$ cat src/rtl/hsi_s_rx_ctrl_pkg.sv
// Shared constants for the HSI slave receive path: frame type bytes,
// one-hot message indices, error codes and CRC16-CCITT parameters.
package hsi_pkg;

  // Frame type bytes as they appear first on the wire
  localparam logic [7:0] HSI_TYPE_TM  = 8'hA1;
  localparam logic [7:0] HSI_TYPE_BTC = 8'hA2;
  localparam logic [7:0] HSI_TYPE_SR  = 8'hA3;
  localparam logic [7:0] HSI_TYPE_DPR = 8'hA4;
  localparam logic [7:0] HSI_TYPE_CCW = 8'hA5;

  // Bit positions inside the one-hot msg_type vector
  localparam int HSI_IDX_TM  = 0;
  localparam int HSI_IDX_BTC = 1;
  localparam int HSI_IDX_SR  = 2;
  localparam int HSI_IDX_DPR = 3;
  localparam int HSI_IDX_CCW = 4;

  // err_code values reported alongside msg_err
  localparam logic [1:0] HSI_ERR_NONE = 2'd0;
  localparam logic [1:0] HSI_ERR_UNK  = 2'd1;
  localparam logic [1:0] HSI_ERR_CRC  = 2'd2;
  localparam logic [1:0] HSI_ERR_GAP  = 2'd3;

  // CRC16-CCITT, MSB-first, no reflection, no final XOR
  localparam logic [15:0] CRC_POLY = 16'h1021;
  localparam logic [15:0] CRC_INIT = 16'hFFFF;

  // Receive framing states
  typedef enum logic [1:0] {
    RX_IDLE,
    RX_PAYLOAD,
    RX_CRC_HI,
    RX_CRC_LO
  } rx_state_e;

  // Map a type byte to its one-hot message type; all zeros means unknown
  function automatic logic [4:0] hsi_type_onehot(input logic [7:0] b);
    logic [4:0] oh;
    oh = '0;
    case (b)
      HSI_TYPE_TM:  oh[HSI_IDX_TM]  = 1'b1;
      HSI_TYPE_BTC: oh[HSI_IDX_BTC] = 1'b1;
      HSI_TYPE_SR:  oh[HSI_IDX_SR]  = 1'b1;
      HSI_TYPE_DPR: oh[HSI_IDX_DPR] = 1'b1;
      HSI_TYPE_CCW: oh[HSI_IDX_CCW] = 1'b1;
      default:      oh = '0;
    endcase
    return oh;
  endfunction

endpackage

$ cat src/rtl/hsi_s_rx_ctrl_if.sv
// Byte-stream input and message/status outputs of the HSI slave receiver.
// The master modport is the side feeding decoded bytes and consuming the
// framed results; the slave modport is the receive controller itself.
interface hsi_s_rx_ctrl_if;

  logic [7:0]  d;
  logic        d_rdy;
  logic [7:0]  q;
  logic        q_rdy;
  logic [4:0]  msg_type;
  logic        msg_start;
  logic        msg_ok;
  logic        msg_err;
  logic [1:0]  err_code;
  logic [39:0] btc;
  logic        rx_busy;

  modport master (
    output d, d_rdy,
    input  q, q_rdy, msg_type, msg_start, msg_ok, msg_err, err_code, btc, rx_busy
  );

  modport slave (
    input  d, d_rdy,
    output q, q_rdy, msg_type, msg_start, msg_ok, msg_err, err_code, btc, rx_busy
  );

endinterface

$ cat src/rtl/hsi_rx_crc16.sv
// Registered byte-wise CRC16-CCITT. init reseeds the register, en folds
// `data` in; with both high the byte is folded into a fresh seed so the
// type byte can open a frame in a single cycle. crc_next exposes the value
// the register is about to take so the caller can judge the final byte
// in the same cycle it arrives.
module hsi_rx_crc16
  import hsi_pkg::*;
(
  input  logic        clk,
  input  logic        rst,
  input  logic        init,
  input  logic        en,
  input  logic [7:0]  data,
  output logic [15:0] crc_next
);

  logic [15:0] crc_reg;
  logic [15:0] seed;
  logic [15:0] crc_upd;

  assign seed = init ? CRC_INIT : crc_reg;

  // Fold one byte into the running CRC, most significant bit first
  always_comb begin
    crc_upd = seed ^ {data, 8'h00};
    for (int i = 0; i < 8; i++) begin
      crc_upd = crc_upd[15] ? ((crc_upd << 1) ^ CRC_POLY) : (crc_upd << 1);
    end
  end

  // Select the value the register takes this cycle
  always_comb begin
    crc_next = crc_reg;
    if (en) begin
      crc_next = crc_upd;
    end else if (init) begin
      crc_next = CRC_INIT;
    end
  end

  // CRC register, cleared by reset
  always_ff @(posedge clk) begin
    if (rst) begin
      crc_reg <= '0;
    end else begin
      crc_reg <= crc_next;
    end
  end

endmodule

$ cat src/rtl/hsi_s_rx_ctrl.sv
// HSI slave receive controller: frames the decoded byte stream into
// TM/BTC/SR/DPR/CCW messages, checks the trailing CRC16, forwards payload,
// latches the BTC value and reports framing, CRC and gap errors.
module hsi_s_rx_ctrl
  import hsi_pkg::*;
#(
  parameter int TM_LEN     = 32,
  parameter int CCW_LEN    = 4,
  parameter int GAP_CYCLES = 4000
)
(
  input  logic            clk,
  input  logic            rst,
  hsi_s_rx_ctrl_if.slave  bus
);

  // gap_reg is zero in the first cycle after a byte, so it reads
  // GAP_CYCLES-2 in the cycle GAP_CYCLES-1 after the byte; expiring there
  // lands the registered error exactly GAP_CYCLES cycles after that byte.
  localparam int              GAP_W    = (GAP_CYCLES > 2) ? $clog2(GAP_CYCLES) : 1;
  localparam logic [GAP_W-1:0] GAP_LAST = GAP_W'(GAP_CYCLES - 2);

  rx_state_e          state_reg, state_next;
  logic [7:0]         cnt_reg, cnt_next;
  logic [GAP_W-1:0]   gap_reg, gap_next;
  logic [39:0]        shadow_reg, shadow_next;
  logic [39:0]        btc_reg, btc_next;
  logic [7:0]         q_reg, q_next;
  logic               q_rdy_reg, q_rdy_next;
  logic [4:0]         type_reg, type_next;
  logic               start_reg, start_next;
  logic               ok_reg, ok_next;
  logic               err_reg, err_next;
  logic [1:0]         code_reg, code_next;
  logic               busy_reg, busy_next;

  logic               crc_init;
  logic               crc_en;
  logic [15:0]        crc_next;
  logic [4:0]         d_onehot;
  logic [7:0]         d_len;
  logic               gap_expire;

  hsi_rx_crc16 u_crc (
    .clk      (clk),
    .rst      (rst),
    .init     (crc_init),
    .en       (crc_en),
    .data     (bus.d),
    .crc_next (crc_next)
  );

  // Decode the incoming byte as a type byte and look up its payload length
  always_comb begin
    d_onehot = hsi_type_onehot(bus.d);
    d_len    = 8'd0;
    if (d_onehot[HSI_IDX_TM]) begin
      d_len = 8'(TM_LEN);
    end else if (d_onehot[HSI_IDX_BTC]) begin
      d_len = 8'd5;
    end else if (d_onehot[HSI_IDX_CCW]) begin
      d_len = 8'(CCW_LEN);
    end
  end

  assign gap_expire = (state_reg != RX_IDLE) && !bus.d_rdy && (gap_reg == GAP_LAST);

  // Next-state and registered-output logic; a byte always beats the timeout
  always_comb begin
    state_next  = state_reg;
    cnt_next    = cnt_reg;
    shadow_next = shadow_reg;
    btc_next    = btc_reg;
    q_next      = q_reg;
    type_next   = type_reg;
    code_next   = code_reg;
    q_rdy_next  = 1'b0;
    start_next  = 1'b0;
    ok_next     = 1'b0;
    err_next    = 1'b0;
    crc_init    = 1'b0;
    crc_en      = 1'b0;

    case (state_reg)
      RX_IDLE: begin
        if (bus.d_rdy) begin
          if (d_onehot != 5'd0) begin
            type_next  = d_onehot;
            start_next = 1'b1;
            crc_init   = 1'b1;
            crc_en     = 1'b1;
            cnt_next   = d_len;
            state_next = (d_len == 8'd0) ? RX_CRC_HI : RX_PAYLOAD;
          end else begin
            err_next  = 1'b1;
            code_next = HSI_ERR_UNK;
          end
        end
      end
      RX_PAYLOAD: begin
        if (bus.d_rdy) begin
          crc_en     = 1'b1;
          q_next     = bus.d;
          q_rdy_next = 1'b1;
          if (type_reg[HSI_IDX_BTC]) begin
            shadow_next = {shadow_reg[31:0], bus.d};
          end
          cnt_next = cnt_reg - 8'd1;
          if (cnt_reg == 8'd1) begin
            state_next = RX_CRC_HI;
          end
        end
      end
      RX_CRC_HI: begin
        if (bus.d_rdy) begin
          crc_en     = 1'b1;
          state_next = RX_CRC_LO;
        end
      end
      RX_CRC_LO: begin
        if (bus.d_rdy) begin
          crc_en     = 1'b1;
          state_next = RX_IDLE;
          if (crc_next == 16'h0000) begin
            ok_next = 1'b1;
            if (type_reg[HSI_IDX_BTC]) begin
              btc_next = shadow_reg;
            end
          end else begin
            err_next  = 1'b1;
            code_next = HSI_ERR_CRC;
          end
        end
      end
      default: state_next = RX_IDLE;
    endcase

    if (gap_expire) begin
      state_next = RX_IDLE;
      err_next   = 1'b1;
      code_next  = HSI_ERR_GAP;
    end

    busy_next = (state_next != RX_IDLE);
    gap_next  = (bus.d_rdy || state_reg == RX_IDLE) ? '0 : gap_reg + GAP_W'(1);
  end

  // FSM state register
  always_ff @(posedge clk) begin
    if (rst) begin
      state_reg <= RX_IDLE;
    end else begin
      state_reg <= state_next;
    end
  end

  // Counters, shadow register and registered outputs
  always_ff @(posedge clk) begin
    if (rst) begin
      cnt_reg    <= '0;
      gap_reg    <= '0;
      shadow_reg <= '0;
      btc_reg    <= '0;
      q_reg      <= '0;
      q_rdy_reg  <= 1'b0;
      type_reg   <= '0;
      start_reg  <= 1'b0;
      ok_reg     <= 1'b0;
      err_reg    <= 1'b0;
      code_reg   <= HSI_ERR_NONE;
      busy_reg   <= 1'b0;
    end else begin
      cnt_reg    <= cnt_next;
      gap_reg    <= gap_next;
      shadow_reg <= shadow_next;
      btc_reg    <= btc_next;
      q_reg      <= q_next;
      q_rdy_reg  <= q_rdy_next;
      type_reg   <= type_next;
      start_reg  <= start_next;
      ok_reg     <= ok_next;
      err_reg    <= err_next;
      code_reg   <= code_next;
      busy_reg   <= busy_next;
    end
  end

  assign bus.q         = q_reg;
  assign bus.q_rdy     = q_rdy_reg;
  assign bus.msg_type  = type_reg;
  assign bus.msg_start = start_reg;
  assign bus.msg_ok    = ok_reg;
  assign bus.msg_err   = err_reg;
  assign bus.err_code  = code_reg;
  assign bus.btc       = btc_reg;
  assign bus.rx_busy   = busy_reg;

endmodule

$ cat src/flat_wrapper.sv
// flat-port wrapper written by rule: the top's interface ports become plain ports
module hsi_s_rx_ctrl_flat import hsi_pkg::*;
#(
  parameter int TM_LEN     = 32,
  parameter int CCW_LEN    = 4,
  parameter int GAP_CYCLES = 4000
)
  (clk, rst, bus_d, bus_d_rdy, bus_q, bus_q_rdy, bus_msg_type, bus_msg_start, bus_msg_ok, bus_msg_err, bus_err_code, bus_btc, bus_rx_busy);
  hsi_s_rx_ctrl_if bus_i ();
  input  logic clk;
  input  logic rst;
  input wire logic [$bits(bus_i.d)-1:0] bus_d;
  input wire logic [$bits(bus_i.d_rdy)-1:0] bus_d_rdy;
  output wire logic [$bits(bus_i.q)-1:0] bus_q;
  output wire logic [$bits(bus_i.q_rdy)-1:0] bus_q_rdy;
  output wire logic [$bits(bus_i.msg_type)-1:0] bus_msg_type;
  output wire logic [$bits(bus_i.msg_start)-1:0] bus_msg_start;
  output wire logic [$bits(bus_i.msg_ok)-1:0] bus_msg_ok;
  output wire logic [$bits(bus_i.msg_err)-1:0] bus_msg_err;
  output wire logic [$bits(bus_i.err_code)-1:0] bus_err_code;
  output wire logic [$bits(bus_i.btc)-1:0] bus_btc;
  output wire logic [$bits(bus_i.rx_busy)-1:0] bus_rx_busy;
  assign bus_i.d = bus_d;
  assign bus_i.d_rdy = bus_d_rdy;
  assign bus_q = bus_i.q;
  assign bus_q_rdy = bus_i.q_rdy;
  assign bus_msg_type = bus_i.msg_type;
  assign bus_msg_start = bus_i.msg_start;
  assign bus_msg_ok = bus_i.msg_ok;
  assign bus_msg_err = bus_i.msg_err;
  assign bus_err_code = bus_i.err_code;
  assign bus_btc = bus_i.btc;
  assign bus_rx_busy = bus_i.rx_busy;
  hsi_s_rx_ctrl #(.TM_LEN(TM_LEN), .CCW_LEN(CCW_LEN), .GAP_CYCLES(GAP_CYCLES)) u_core (.clk(clk), .rst(rst), .bus(bus_i));
endmodule
$ cat config.mk
export PLATFORM = sky130hd
export DESIGN_NAME = hsi_s_rx_ctrl_flat
export DESIGN_NICKNAME = d
export VERILOG_FILES = /design/src/rtl/hsi_s_rx_ctrl_pkg.sv /design/src/rtl/hsi_s_rx_ctrl_if.sv /design/src/rtl/hsi_rx_crc16.sv /design/src/rtl/hsi_s_rx_ctrl.sv /design/src/flat_wrapper.sv
export SDC_FILE = /design/constraint.sdc
export NUM_CORES = 1
export LEC_CHECK = 0
export CORE_MARGIN = 2
export CORE_UTILIZATION = 25
export DETAILED_ROUTE_END_ITERATION = 10
export MAX_ROUTING_LAYER = met4
export PLACE_DENSITY = 0.39
export REMOVE_ABC_BUFFERS = 1
export SLEW_MARGIN = 10
export SYNTH_ARGS = -nofsm -noshare
export SYNTH_HDL_FRONTEND = slang
export SYNTH_SLANG_ARGS = --single-unit
$ cat constraint.sdc
create_clock -name clk -period 3.9 [get_ports clk]
set_clock_uncertainty 0.05 [all_clocks]
set_input_delay 0.975 -clock clk [delete_from_list [all_inputs] [get_ports clk]]
set_output_delay 0.975 -clock clk [all_outputs]
set_load 0.1 [all_outputs]
==> flow_metrics.env, run 1 <==
export IMPL_nets=851
export IMPL_dp_slack_ns=-0.494
export IMPL_hp_start="u_core.bus.q[1]$_SDFFE_PP0P_"
export IMPL_r2r_start="u_core.state_reg[1]$_SDFF_PP0_"
export IMPL_dp_hpwl_um=11800
export IMPL_rrSetupSlack_ns=0.49
export IMPL_postLayoutCoreUtil=0.347
export IMPL_ys_ff_latch=138
export IMPL_route_met2_wl_um=8140
export IMPL_place_congestion=0.859
export IMPL_clkTransAtPathRegs_ns=0.06
export IMPL_cts_num_sinks=138
export IMPL_setup_slack_ns=0.149
export IMPL_synth_top_family_by_area="simple AND/OR/NAND/NOR gates"
export IMPL_switchingPower_mw=1.78
export IMPL_dpl_cell_area_um2=7450
export IMPL_r2r_end="u_core.bus.btc[6]$_SDFFE_PP0P_"
export IMPL_grt_pass1_vias=5166
export IMPL_die_y_um=160
export IMPL_synth_edf_count=0
export IMPL_io_buffer_count=70
export IMPL_crit_path_end_kind="flip-flop"
export IMPL_grt_max_degree=48
export IMPL_p_clk_frac=0.320
export IMPL_antenna_found_initial=1
export IMPL_num_rows=56
export IMPL_cp_num_buf_inv=8
export IMPL_cts_hold_buf=0
export IMPL_hold_slack_ns=0.405
export IMPL_total_power_mw=4.91
export IMPL_synthMuxAreaShare=0.0680
export IMPL_ant_nets=0
export IMPL_fillers=2529
export IMPL_htreeDepth=4
export IMPL_period_needed_ns=3.75
export IMPL_r2r_cells=15
export IMPL_io_pins=71
export IMPL_yosys_area_share_xor_xnor=0.0558
export IMPL_dp_cells=1124
export IMPL_hold_viol=0
export IMPL_tightest_slew_ns=0.988
export IMPL_clk_path_buf_depth=2
export IMPL_p_leak_nw=3.27
export IMPL_drt_pass1_iter_count=4
export IMPL_pwr_share_seq=0.338
export IMPL_synth_simple_area_share=0.227
export IMPL_gr_total_overflow=0
export IMPL_run_status="finished clean"
export IMPL_synth_most_common_cell="dfxtp_1"
export IMPL_die_x_um=160
export IMPL_grt_pass1_wl_um=27700
export IMPL_drtIter0Drc=266
export IMPL_drive_above_1_share=0.154
export IMPL_critical_path_top_delay_family="buffers and inverters"
export IMPL_drc=0
export IMPL_fin_crit_sh=0.962
export IMPL_crit_cells=16
export IMPL_synthArstFlopShare=0
export IMPL_cp_slowest_cell="clkdlybuf4s50_1"
export IMPL_min_path_type="flip-flop to flip-flop"
export IMPL_root_buffer="clkbuf_16"
export IMPL_slowest_delay_ns=0.48
export IMPL_synth_area_top_cells="dfxtp_1 (46%), nand2_1 (7.8%), mux2i_1 (6.6%)"
export IMPL_max_slew_margin=0.339
export IMPL_clk_latency_ns=0.42
export IMPL_synth_top_cell_area_share=0.456
export IMPL_setup_tns_ns=0
export IMPL_synth_adder_area_share=0.0165
export IMPL_synth_top_flop_cell="dfxtp_1"
export IMPL_ys_warn_count=0
export IMPL_seq_area_frac_synth=0.456
export IMPL_cts_buffers=17
export IMPL_final_cells=1164
export IMPL_ys_types=59
export IMPL_synth_cells=713
export IMPL_cp_max_fo=10
export IMPL_p_comb_frac=0.342
export IMPL_multi_input_area_um2=3070
export IMPL_synth_cell_area_um2=6060
export IMPL_synth_top_cell_by_area="dfxtp_1"
export IMPL_synth_compound_area_frac=0.132
export IMPL_num_vias=5314
export IMPL_drt_met1_wl_um=8540
export IMPL_wl_um=17700
export IMPL_switching_share=0.362
export IMPL_cts_tree="done"
export IMPL_syn_to_final_growth_pct=35.4
export IMPL_fin_area_um2=8200
export IMPL_core_area_um2=23600
export IMPL_via_per_inst=4.57
export IMPL_crit_arrival_ns=4.00
export IMPL_maxCapViolCount=0
export IMPL_setup_viol=0
export IMPL_holdPathEnd="u_core.bus.q[1]$_SDFFE_PP0P_"
export IMPL_ir_drop_uv=399
export IMPL_cp_required_ns=4.14
export IMPL_yosys_top_cells_count="dfxtp_1 (138), nand2_1 (126), nor2_1 (88)"
export IMPL_top_layer_used="met4"
export IMPL_dr_wl_met3_um=643
export IMPL_start_util=0.256
export IMPL_worstSetupPathType="primary input to flip-flop"
export IMPL_synth_area_per_cell_um2=8.49
export IMPL_hold_depth=2
export IMPL_wl_per_cell_um=15.2
export IMPL_slew_viol_final=0
export IMPL_p_int_mw=3.13
export IMPL_dieArea_um2=25500
export IMPL_track_usage=0.139
export IMPL_p_per_area_nw_per_um2=599
export IMPL_clock_fmax_mhz=267
export IMPL_startpoint_type="primary input"
export IMPL_path_cells="clkdlybuf4s50_1 -> nor3_1 -> buf_4 -> nor4_4 -> buf_4 -> nand2b_1 -> buf_4 -> buf_4 -> o32a_1 -> nor4_2 -> buf_4 -> nand4_4 -> buf_12 -> buf_16 -> mux2i_1 -> nor2_1"
export IMPL_crit_path_frequent_cell="buf_4"
export IMPL_seq_area_um2=2760
-- how the worst max path moves through the flow --
stage	slack, ns	to	start
3_3_place_gp	-0.40	u_core.bus.btc[16]$_SDFFE_PP0P_	bus_d[4]
6_report	0.15	u_core.bus.btc[6]$_SDFFE_PP0P_	bus_d[0]
3_5_place_dp	-0.49	u_core.bus.btc[24]$_SDFFE_PP0P_	bus_d[4]
5_1_grt	-0.009	u_core.bus.btc[4]$_SDFFE_PP0P_	bus_d[0]
4_1_cts	0.05	u_core.bus.btc[6]$_SDFFE_PP0P_	bus_d[4]
2_1_floorplan	-0.33	u_core.bus.btc[0]$_SDFFE_PP0P_	bus_d[4]
-- power groups by stage --
stage | combinational [mW] | clock (mW) | sequential (mW)
6_report | 1.68 | 1.57 | 1.66
5_1_grt | 1.83 | 1.68 | 1.67
4_1_cts | 1.63 | 1.61 | 1.66
3_5_place_dp | 1.62 | 0 | 1.69
3_3_place_gp | 1.62 | 0 | 1.68
2_1_floorplan | 0.844 | 0 | 1.84
-- placed cells by master (no fill, tap or decap), drive strengths merged, types with 3 or more instances in the layout --
cell and count:
a2111oi 3, a211oi 7, a21oi 72, a221oi 3, a31oi 3, and2 4, and3 6, buf 79
clkbuf 21, clkdlybuf4s50 62, clkinv 4, clkinvlp 3, dfxtp 138, dlymetal6s2s 4, ha 8, inv 15
mux2i 40, nand2 126, nand2b 4, nand3 14, nand3b 3, nand4 3, nor2 88, nor3 20
nor3b 3, nor4 10, o21ai 16, o22ai 4, or2 3, or3 7, or4 3, xnor2 19
xor2 17
-- worst min-delay path, stage by stage, from the launching register on --
cell     delay, ns
dfxtp_1       0.31
nand2_1       0.05
a21oi_1       0.05
-- kinds of logic after synthesis --
family          count (synthesis)
compound gates                132
xor+xnor                       37
fa+ha+maj                       8
buf+inv                        58
flops                         138
mux                            41
simple gates                  299
-- layout make-up --
cell class	instances	share of cell area
multi-input cells	517	0.374
flip-flops and latches	138	0.337
repair buffers	147	0.166
clock buffers	19	0.0553
well taps	319	0.0487
clock inverters	12	0.0140
inverters	11	0.00504
diodes	1	0.000305
-- what timing repair did --
action / 4_1_cts / 5_1_grt
resized for setup: 1 / 12
setup endpoints to repair: 40 / 42
cloned: 0 / 5
pin swaps: 0 / 7
buffers inserted: 0 / 3
-- routing by layer --
metal / global-route usage / vias up
li1: - / 2692
met2: 0.220 / 95
met5: - / -
met3: 0.0299 / 24
met4: 0.0479 / 0
met1: 0.176 / 2503
Note: power is estimated with default switching activity, not from simulation.
==> run 2: changes to the inputs <==
- ABC_CLOCK_PERIOD_IN_PS: unset -> 3900
- SYNTH_HIERARCHICAL: unset -> 1
==> flow_metrics.env, run 2 <==
export IMPL_run_status="finished, violations left"
export IMPL_failed_checks="setup timing"
export IMPL_cp_max_fo=8
export IMPL_wl_per_cell_um=15.2
export IMPL_cts_hold_buf=0
export IMPL_seq_area_frac_synth=0.450
export IMPL_r2r_start="u_core/state_reg[0]$_SDFF_PP0_"
export IMPL_num_rows=57
export IMPL_ys_warn_count=6
export IMPL_place_congestion=0.824
export IMPL_ir_drop_uv=250
export IMPL_root_buffer="clkbuf_16"
export IMPL_htreeDepth=4
export IMPL_synth_cells=754
export IMPL_io_buffer_count=70
export IMPL_crit_path_end_kind="flip-flop"
export IMPL_cp_required_ns=4.15
export IMPL_synth_top_cell_area_share=0.450
export IMPL_num_vias=5666
export IMPL_synth_most_common_cell="nand2_1"
export IMPL_synth_area_top_cells="dfxtp_1 (45%), nand2_1 (13%), a21oi_1 (9.6%)"
export IMPL_path_cells="dlygate4sd2_1 -> or3_4 -> nand4_4 -> buf_6 -> a21oi_4 -> buf_6 -> buf_4 -> buf_6 -> or2_4 -> nor2_4 -> a21oi_1 -> nor4_1 -> and4b_2 -> buf_6 -> nand4_1 -> buf_12 -> clkbuf_16 -> nand2_2 -> a21oi_2"
export IMPL_core_area_um2=24200
export IMPL_cp_endpoint="u_core/bus.btc[38]$_SDFFE_PP0P_"
export IMPL_setup_viol=34
export IMPL_clock_fmax_mhz=254
export IMPL_r2r_end="u_core/bus.btc[38]$_SDFFE_PP0P_"
export IMPL_synth_top_flop_cell="dfxtp_1"
export IMPL_layout_commonest_cell="nand2_1"
export IMPL_gr_total_overflow=0
export IMPL_final_cells=1226
export IMPL_ys_ff_latch=138
export IMPL_ant_nets=0
export IMPL_crit_path_frequent_cell="buf_6"
export IMPL_crit_cells=19
export IMPL_clkTransAtPathRegs_ns=0.07
export IMPL_setup_tns_ns=-0.519
export IMPL_max_slew_margin=0.333
export IMPL_drt_pass1_iter_count=5
export IMPL_p_per_area_nw_per_um2=370
export IMPL_slew_viol_final=0
export IMPL_synth_cell_area_um2=6140
export IMPL_synth_edf_count=0
export IMPL_cp_num_buf_inv=8
export IMPL_hold_viol=0
export IMPL_wl_um=18700
export IMPL_die_y_um=161
export IMPL_crit_arrival_ns=4.19
export IMPL_fin_crit_sh=1.01
export IMPL_die_x_um=161
export IMPL_hold_slack_ns=0.404
export IMPL_slowest_delay_ns=0.41
export IMPL_startpoint_type="primary input"
export IMPL_track_usage=0.147
export IMPL_cp_slowest_cell="or3_4"
export IMPL_min_path_type="flip-flop to flip-flop"
export IMPL_yosys_top_cells_count="nand2_1 (206), dfxtp_1 (138), a21oi_1 (118)"
export IMPL_num_antenna_cells=0
export IMPL_drtIter0Drc=320
export IMPL_p_leak_nw=3.19
export IMPL_period_needed_ns=3.93
export IMPL_dp_cells=1167
export IMPL_ys_types=60
export IMPL_drc=0
export IMPL_nets=909
export IMPL_synth_area_per_cell_um2=8.14
export IMPL_clk_path_buf_depth=2
export IMPL_drive_above_1_share=0.253
export IMPL_final_cell_mix="nand2_1 (173), dfxtp_1 (138), a21oi_1 (101), buf_4 (84), clkdlybuf4s50_1 (55)"
export IMPL_maxCapViolCount=0
export IMPL_grt_pass1_vias=5267
export IMPL_cts_buffers=17
export IMPL_via_per_inst=4.62
export IMPL_start_util=0.254
export IMPL_antenna_found_initial=0
export IMPL_r2r_cells=18
export IMPL_grt_max_degree=79
export IMPL_crit_start="bus_d[0]"
export IMPL_postLayoutCoreUtil=0.369
export IMPL_rsz0062_at_grt="yes"
export IMPL_critical_path_top_delay_family="simple AND/OR/NAND/NOR gates"
export IMPL_synthArstFlopShare=0
export IMPL_setup_slack_ns=-0.0346
export IMPL_rrSetupSlack_ns=0.52
export IMPL_grt_pass1_wl_um=29000
export IMPL_synth_top_cell_by_area="dfxtp_1"
export IMPL_worstSetupPathType="primary input to flip-flop"
export IMPL_io_pins=71
export IMPL_dp_hpwl_um=11600
export IMPL_dieArea_um2=25800
export IMPL_clk_latency_ns=0.43
export IMPL_syn_to_final_growth_pct=45.3
export IMPL_tightest_slew_ns=0.997
export IMPL_cts_num_sinks=138
export IMPL_cts_tree="done"
export IMPL_dp_slack_ns=-0.812
## run 2: power breakdown
group | internal (mW) | leakage [nW] | switching (mW) | total (mW)
Sequential | 1.42 | 1.11 | 0.00785 | 1.42
Combinational | 0.122 | 1.80 | 0.139 | 0.261
Clock | 0.902 | 0.279 | 0.712 | 1.61
Total | 2.44 | 3.19 | 0.859 | 3.30
## run 2: kinds of logic after synthesis
logic type               synth area share
AND/OR/NAND/NOR                     0.247
AO/OA/AOI/OAI                       0.160
flip-flops                          0.450
buffers and inverters              0.0430
XOR/XNOR                           0.0718
adder cells (fa/ha/maj)            0.0184
multiplexers                      0.00897
## run 2: final cells by class
type,instances,area (µm²)
Sequential cell,138,2760
Timing Repair Buffer,167,1650
Fill cell,2461,15300
Multi-Input combinational cell,552,3470
Clock buffer,17,425
Tap cell,324,405
Clock inverter,15,155
Inverter,13,48.8
## run 2: metrics by stage
step	area, µm²	total power [mW]
3_5_place_dp	7590	1.69
5_1_grt	8920	3.42
6_report	8920	3.30
2_1_floorplan	5920	1.56
3_3_place_gp	7590	1.69
4_1_cts	8440	3.32
## run 2: what timing repair did
action,CTS,global route
pin swaps,13,50
gates cloned,5,3
resized for setup,40,97
setup buffers,12,7
endpoints found under the setup margin,44,44
## run 2: worst register-to-register path, cell delays in order (launching register included)
cell	delay (ns)
dfxtp_1	0.42
inv_1	0.11
ha_1	0.22
nand2_1	0.07
or2_1	0.13
inv_2	0.05
buf_12	0.13
buf_4	0.15
buf_4	0.14
or3_1	0.38
a21oi_2	0.18
nor3_2	0.09
nor4_4	0.33
buf_4	0.17
nand4_1	0.14
buf_12	0.21
clkbuf_16	0.18
nand2_2	0.07
a21oi_2	0.05
## run 2: how the worst min path moves through the flow
stage / startpoint / to / slack, ns / cells after the start
2_1_floorplan: u_core/shadow_reg[32]$_SDFFE_PP0P_ / u_core/bus.btc[32]$_SDFFE_PP0P_ / 0.38 / 2
6_report: u_core/bus.msg_type[2]$_SDFFE_PP0P_ / u_core/bus.msg_type[2]$_SDFFE_PP0P_ / 0.40 / 2
3_5_place_dp: u_core/shadow_reg[38]$_SDFFE_PP0P_ / u_core/shadow_reg[38]$_SDFFE_PP0P_ / 0.40 / 2
4_1_cts: u_core/bus.msg_type[2]$_SDFFE_PP0P_ / u_core/bus.msg_type[2]$_SDFFE_PP0P_ / 0.41 / 2
3_3_place_gp: u_core/bus.btc[38]$_SDFFE_PP0P_ / u_core/bus.btc[38]$_SDFFE_PP0P_ / 0.39 / 2
5_1_grt: u_core/shadow_reg[35]$_SDFFE_PP0P_ / u_core/shadow_reg[35]$_SDFFE_PP0P_ / 0.42 / 2
## run 2: per-layer routing
metal	up-vias	wire, µm	global-route usage
met5	-	0	-
met4	0	193	0.0397
met3	16	829	0.0349
met2	128	8650	0.223
met1	2680	9030	0.196
li1	2842	-	-
==> edit 1: new RTL, flow settings as in run 2 <==
`GAP_CYCLES` is set to 4000 in 2 places; all go to 8000.
--- a/src/rtl/hsi_s_rx_ctrl.sv
+++ b/src/rtl/hsi_s_rx_ctrl.sv
@@ -7,5 +7,5 @@
   parameter int TM_LEN     = 32,
   parameter int CCW_LEN    = 4,
-  parameter int GAP_CYCLES = 4000
+  parameter int GAP_CYCLES = 8000
 )
 (
--- a/src/flat_wrapper.sv
+++ b/src/flat_wrapper.sv
@@ -4,5 +4,5 @@
   parameter int TM_LEN     = 32,
   parameter int CCW_LEN    = 4,
-  parameter int GAP_CYCLES = 4000
+  parameter int GAP_CYCLES = 8000
 )
   (clk, rst, bus_d, bus_d_rdy, bus_q, bus_q_rdy, bus_msg_type, bus_msg_start, bus_msg_ok, bus_msg_err, bus_err_code, bus_btc, bus_rx_busy);
Function: no difference found for any inputs over 4 cycles, from zero or initial values and one cycle with rst high; that may be too few to reach the edited logic, so the function may still have changed.
==> edit 1 against run 2 <==
- area after synthesis fell by 0.16%
- worst setup slack better by 0.035 ns
- wire length hardly changed
- power grew 1.7%
- critical path depth decreased by 1
- register-to-register slack worse by 0.36 ns
- die area shrank 0.16%
- combinational power grew 2%
- sequential cell count increased by 1
- non-clock buffer count down 1
- final area decreased by 0.86%
- worst hold slack about the same
- critical endpoint is now u_core/bus.btc[25]$_SDFFE_PP0P_
- largest cell class unchanged
==> edit 1: results (changes against run 2) <==
Outcome
  – Status: complete, no violations

Route
  – Met3 WL: 558 µm (-33%)
  – Routed WL per cell: 15.2 µm (-0.60%)
  – Metal1 wirelength: 9.29 mm (+2.9%)
  – Met2 WL: 8.60 mm (-0.58%)
  – Drt pass-1 iters: 4 (-1)

CTS
  – Clk Latency, worst-skew pair: 0.41 ns (-0.02 ns)

Power and ir drop
  – Total Power: 3350 µW (+1.7%)
  – P_int: 2560 µW (+5.0%)
  – Peak VDD IR: 243 µV (-2.7%)

Logic synthesis
  – Most frequent cells after synthesis: 209 x nand2_1, 139 x dfxtp_1, 111 x a21oi_1
  – Seq/Total Area, Yosys: 45.4% (+0.40 points)
  – Synthesized area per cell: 8.07 µm² (-0.82%)
  – Top cells by area, synth: dfxtp_1 45%, nand2_1 13%, a21oi_1 9.1%, xnor2_1 3.1%, nor2_1 2.9%

STA
  – Final setup vio count: 0 (-100%)
  – Max_slew headroom: 33.8% (+0.47 points)

Place
  – Pre-CTS WS: -1.12 ns (-0.307 ns)
  – Post-DP HPWL: 12.4 mm (+7.1%)
  – Placed inst area: 7560 µm² (-0.33%)
  – # placed instances: 1173 (+0.51%)

Hold path
  – HP Start: u_core/bus.btc[36]$_SDFFE_PP0P_

Global routing
  – Met1 usage: 20.1% (+0.45 points)
  – GRT Util Overall: 15.0% (+0.34 points)
  – Vias in the first global route: 5605 (+6.4%)
  – GRT met2 Usage: 23.5% (+1.2 points)

Worst setup path
  – RR Endpoint: u_core/bus.btc[25]$_SDFFE_PP0P_

Layout
  – Nets: 916 (+0.77%)
edit 1: cell count changes after synthesis, sizes merged, moves of 3 or more:
cell | before | now
a21oi | 118 | 111
a31oi | 3 | 10
a21boi | 4 | 9
clkbuf | 37 | 33
mux2i | 4 | 0
nand2b | 3 | 7
a22oi | 0 | 3
and2 | 1 | 4
and4b | 3 | 0
nand2 | 206 | 209
nor2 | 44 | 47
o31ai | 5 | 2
edit 1: final cells by class:
class	count	area, µm²
multi-input cells	561	3430
fillers	2543	15300
repair buffers	166	1580
well taps	324	405
inverters	11	45.0
flip-flops and latches	139	2780
clock buffers	19	433
clock inverters	13	166
edit 1: how the worst max path moves through the flow:
stage	startpoint	to	slack, ns
after floorplan	bus_d[3]	u_core/bus.btc[0]$_SDFFE_PP0P_	-2.42
after global placement	bus_d[3]	u_core/bus.btc[4]$_SDFFE_PP0P_	-1.07
after detailed placement	bus_d[3]	u_core/bus.btc[11]$_SDFFE_PP0P_	-1.12
after CTS	bus_d[2]	u_core/bus.btc[11]$_SDFFE_PP0P_	-0.10
after global routing	bus_d[7]	u_core/bus.btc[25]$_SDFFE_PP0P_	-0.12
final	bus_d[7]	u_core/bus.btc[25]$_SDFFE_PP0P_	0.0007
edit 1: timing repair:
action,CTS,global route
cloned,5,1
gates resized for setup,85,59
buffers inserted,18,11
pin swaps,48,35
setup endpoints to repair,44,43
edit 1: cells by family (layout without fill, tap and decap cells):
| group | Yosys count | after routing | synth area share [%] |
|---|---|---|---|
| and+or+nand+nor | 339 | 339 | 24.6 |
| AOI/OAI and AO/OA | 174 | 174 | 17.0 |
| DFF | 139 | 139 | 45.4 |
| buffers and inverters | 59 | 209 | 3.92 |
| xor gates and xnor gates | 39 | 39 | 7.19 |
| adders and majority gates | 9 | 9 | 1.84 |
==> edit 2: new RTL, config.mk and constraints of run 2 <==
Made on the original files. Encoding of `rx_state_e`: now one-hot (4 bits for 4 states).
--- a/src/rtl/hsi_s_rx_ctrl_pkg.sv
+++ b/src/rtl/hsi_s_rx_ctrl_pkg.sv
@@ -28,9 +28,9 @@
 
   // Receive framing states
-  typedef enum logic [1:0] {
-    RX_IDLE,
-    RX_PAYLOAD,
-    RX_CRC_HI,
-    RX_CRC_LO
+  typedef enum logic [3:0] {
+    RX_IDLE    = 4'b0001,
+    RX_PAYLOAD = 4'b0010,
+    RX_CRC_HI  = 4'b0100,
+    RX_CRC_LO  = 4'b1000
   } rx_state_e;
 
Behaviour: no difference found for any inputs over 4 cycles, from zero or initial values and one cycle with rst high; so few cycles prove little.
==> edit 2 against run 2 <==
- critical endpoint is now u_core/bus.btc[10]$_SDFFE_PP0P_
- maximum frequency rose by 4.6%
- worst setup slack better by 0.17 ns
- area after synthesis about the same
- power grew 1.6%
- wire length decreased by 4.7%
- sequential cell count is 2 higher
- global-route usage decreased by 0.43 points
- final area decreased by 2.5%
==> edit 2: results (changes against run 2) <==
Layout
  – Nets: 865 (-4.8%)
  – Share of layout cells above drive strength 1: 21.3% (-3.9 points)
  – Final cell count without fillers: 1186 (-3.3%)

Worst setup path
  – CP max stage delay: 0.38 ns (-0.03 ns)
  – CP Max Fanout: 10 (+2)
  – RR Endpoint: u_core/bus.btc[10]$_SDFFE_PP0P_
  – Arrival @ worst endpoint: 4.01 ns (-0.18 ns)
  – Worst r2r src: u_core/state_reg[2]$_SDFF_PP0_
  – Flop-to-flop setup slack: 0.38 ns (-0.14 ns)
  – Crit. Startpoint: bus_d[1]
  – Reg2reg path depth: 16 (-2)

Hold path
  – HP Start: u_core/shadow_reg[7]$_SDFFE_PP0P_

Global routing
  – First-pass GRT wire length: 28.2 mm (-3.0%)
  – Initial antenna violation count: 0 (unchanged)
  – Largest net degree at the start of global routing: 52 (-34%)
  – Vias in the first global route: 5138 (-2.4%)
  – GRT Util Overall: 14.3% (-0.43 points)

Place
  – Pre-CTS WS: -0.863 ns (-0.0511 ns)
  – Placed inst area: 7610 µm² (+0.30%)
  – Post-DP HPWL: 11.9 mm (+3.2%)
  – # placed instances: 1133 (-2.9%)

CTS
  – Setup bufs post-CTS: 11 (-1)
  – # resized after CTS: 60 (+50%)

Logic synthesis
  – Syn Inst Count: 710 (-5.8%)
  – Number of library cell types mapped by synthesis: 59 (-1.7%)
  – Top cells by area, synth: dfxtp_1 46%, nand2_1 8.1%, mux2i_1 6.5%, a21oi_1 5.6%, nor2_1 5.5%
  – Main synth FF type: dfxtp_1
  – Most frequent cells after synthesis: 140 x dfxtp_1, 133 x nand2_1, 90 x nor2_1

Outcome
  – Status: complete, no violations

STA
  – Fin crit period: 3.76 ns (-0.172 ns)
  – Worst Tran Pin Value: 0.992 ns (-0.00569 ns)

Route
  – Routed WL per cell: 15.0 µm (-1.5%)
  – Initial DRC Count: 258 (-19%)
  – Vias: 5316 (-6.2%)

Power and ir drop
  – Peak VDD IR: 258 µV (+3.2%)
  – Leakage: 0.00313 µW (-2.0%)
==> edit 2: changes by cell type after synthesis, moves of 6 or more <==
cell	delta
or3_1	-6
nand2_1	-73
clkbuf_1	-8
or4_1	-7
nor2b_1	+7
a21oi_1	-50
mux2i_1	+36
nor2_1	+46
xor2_1	+7
==> edit 2: report_power, final <==
part | internal, µW | switching [µW]
Clock | 968 | 700
Sequential | 1430 | 4.96
Combinational | 118 | 128
Total | 2520 | 832
==> edit 2: metal layers <==
layer	GRT usage [%]	share of wire (%)	vias up
li1	-	-	2688
met1	18.8	49	2523
met2	22.5	47	96
met3	3.20	3.4	9
met4	3.03	0.72	0
met5	-	0	-
==> edit 2: area by class of cell <==
class	count	area (µm²)
fill	2511	15500
multi-input combinational	515	3250
sequential	140	2800
timing repair buffer	166	1590
clock buffer	17	425
tap	324	405
clock inverter	14	179
inverter	10	42.5
==> edit 2: cells by family (layout without fill, tap and decap cells) <==
kind of cell	count (synthesis)	after routing	synth area share, %
and+or+nand+nor	308	308	22.9
DFF	140	140	45.7
AOI/OAI and AO/OA	119	119	12.0
buffers and inverters	55	207	4.16
xor gates and xnor gates	44	44	7.90
muxes	40	40	6.53
adders and majority gates	4	4	0.816
==> edit 2: how the worst min path moves through the flow <==
stage,endpoint,slack [ns],cells after the start
2_1_floorplan,u_core/gap_reg[0]$_SDFF_PP0_,0.38,1
3_3_place_gp,u_core/gap_reg[0]$_SDFF_PP0_,0.39,1
3_5_place_dp,u_core/shadow_reg[35]$_SDFFE_PP0P_,0.40,2
4_1_cts,u_core/shadow_reg[35]$_SDFFE_PP0P_,0.41,2
5_1_grt,u_core/shadow_reg[20]$_SDFFE_PP0P_,0.43,2
6_report,u_core/shadow_reg[15]$_SDFFE_PP0P_,0.40,2
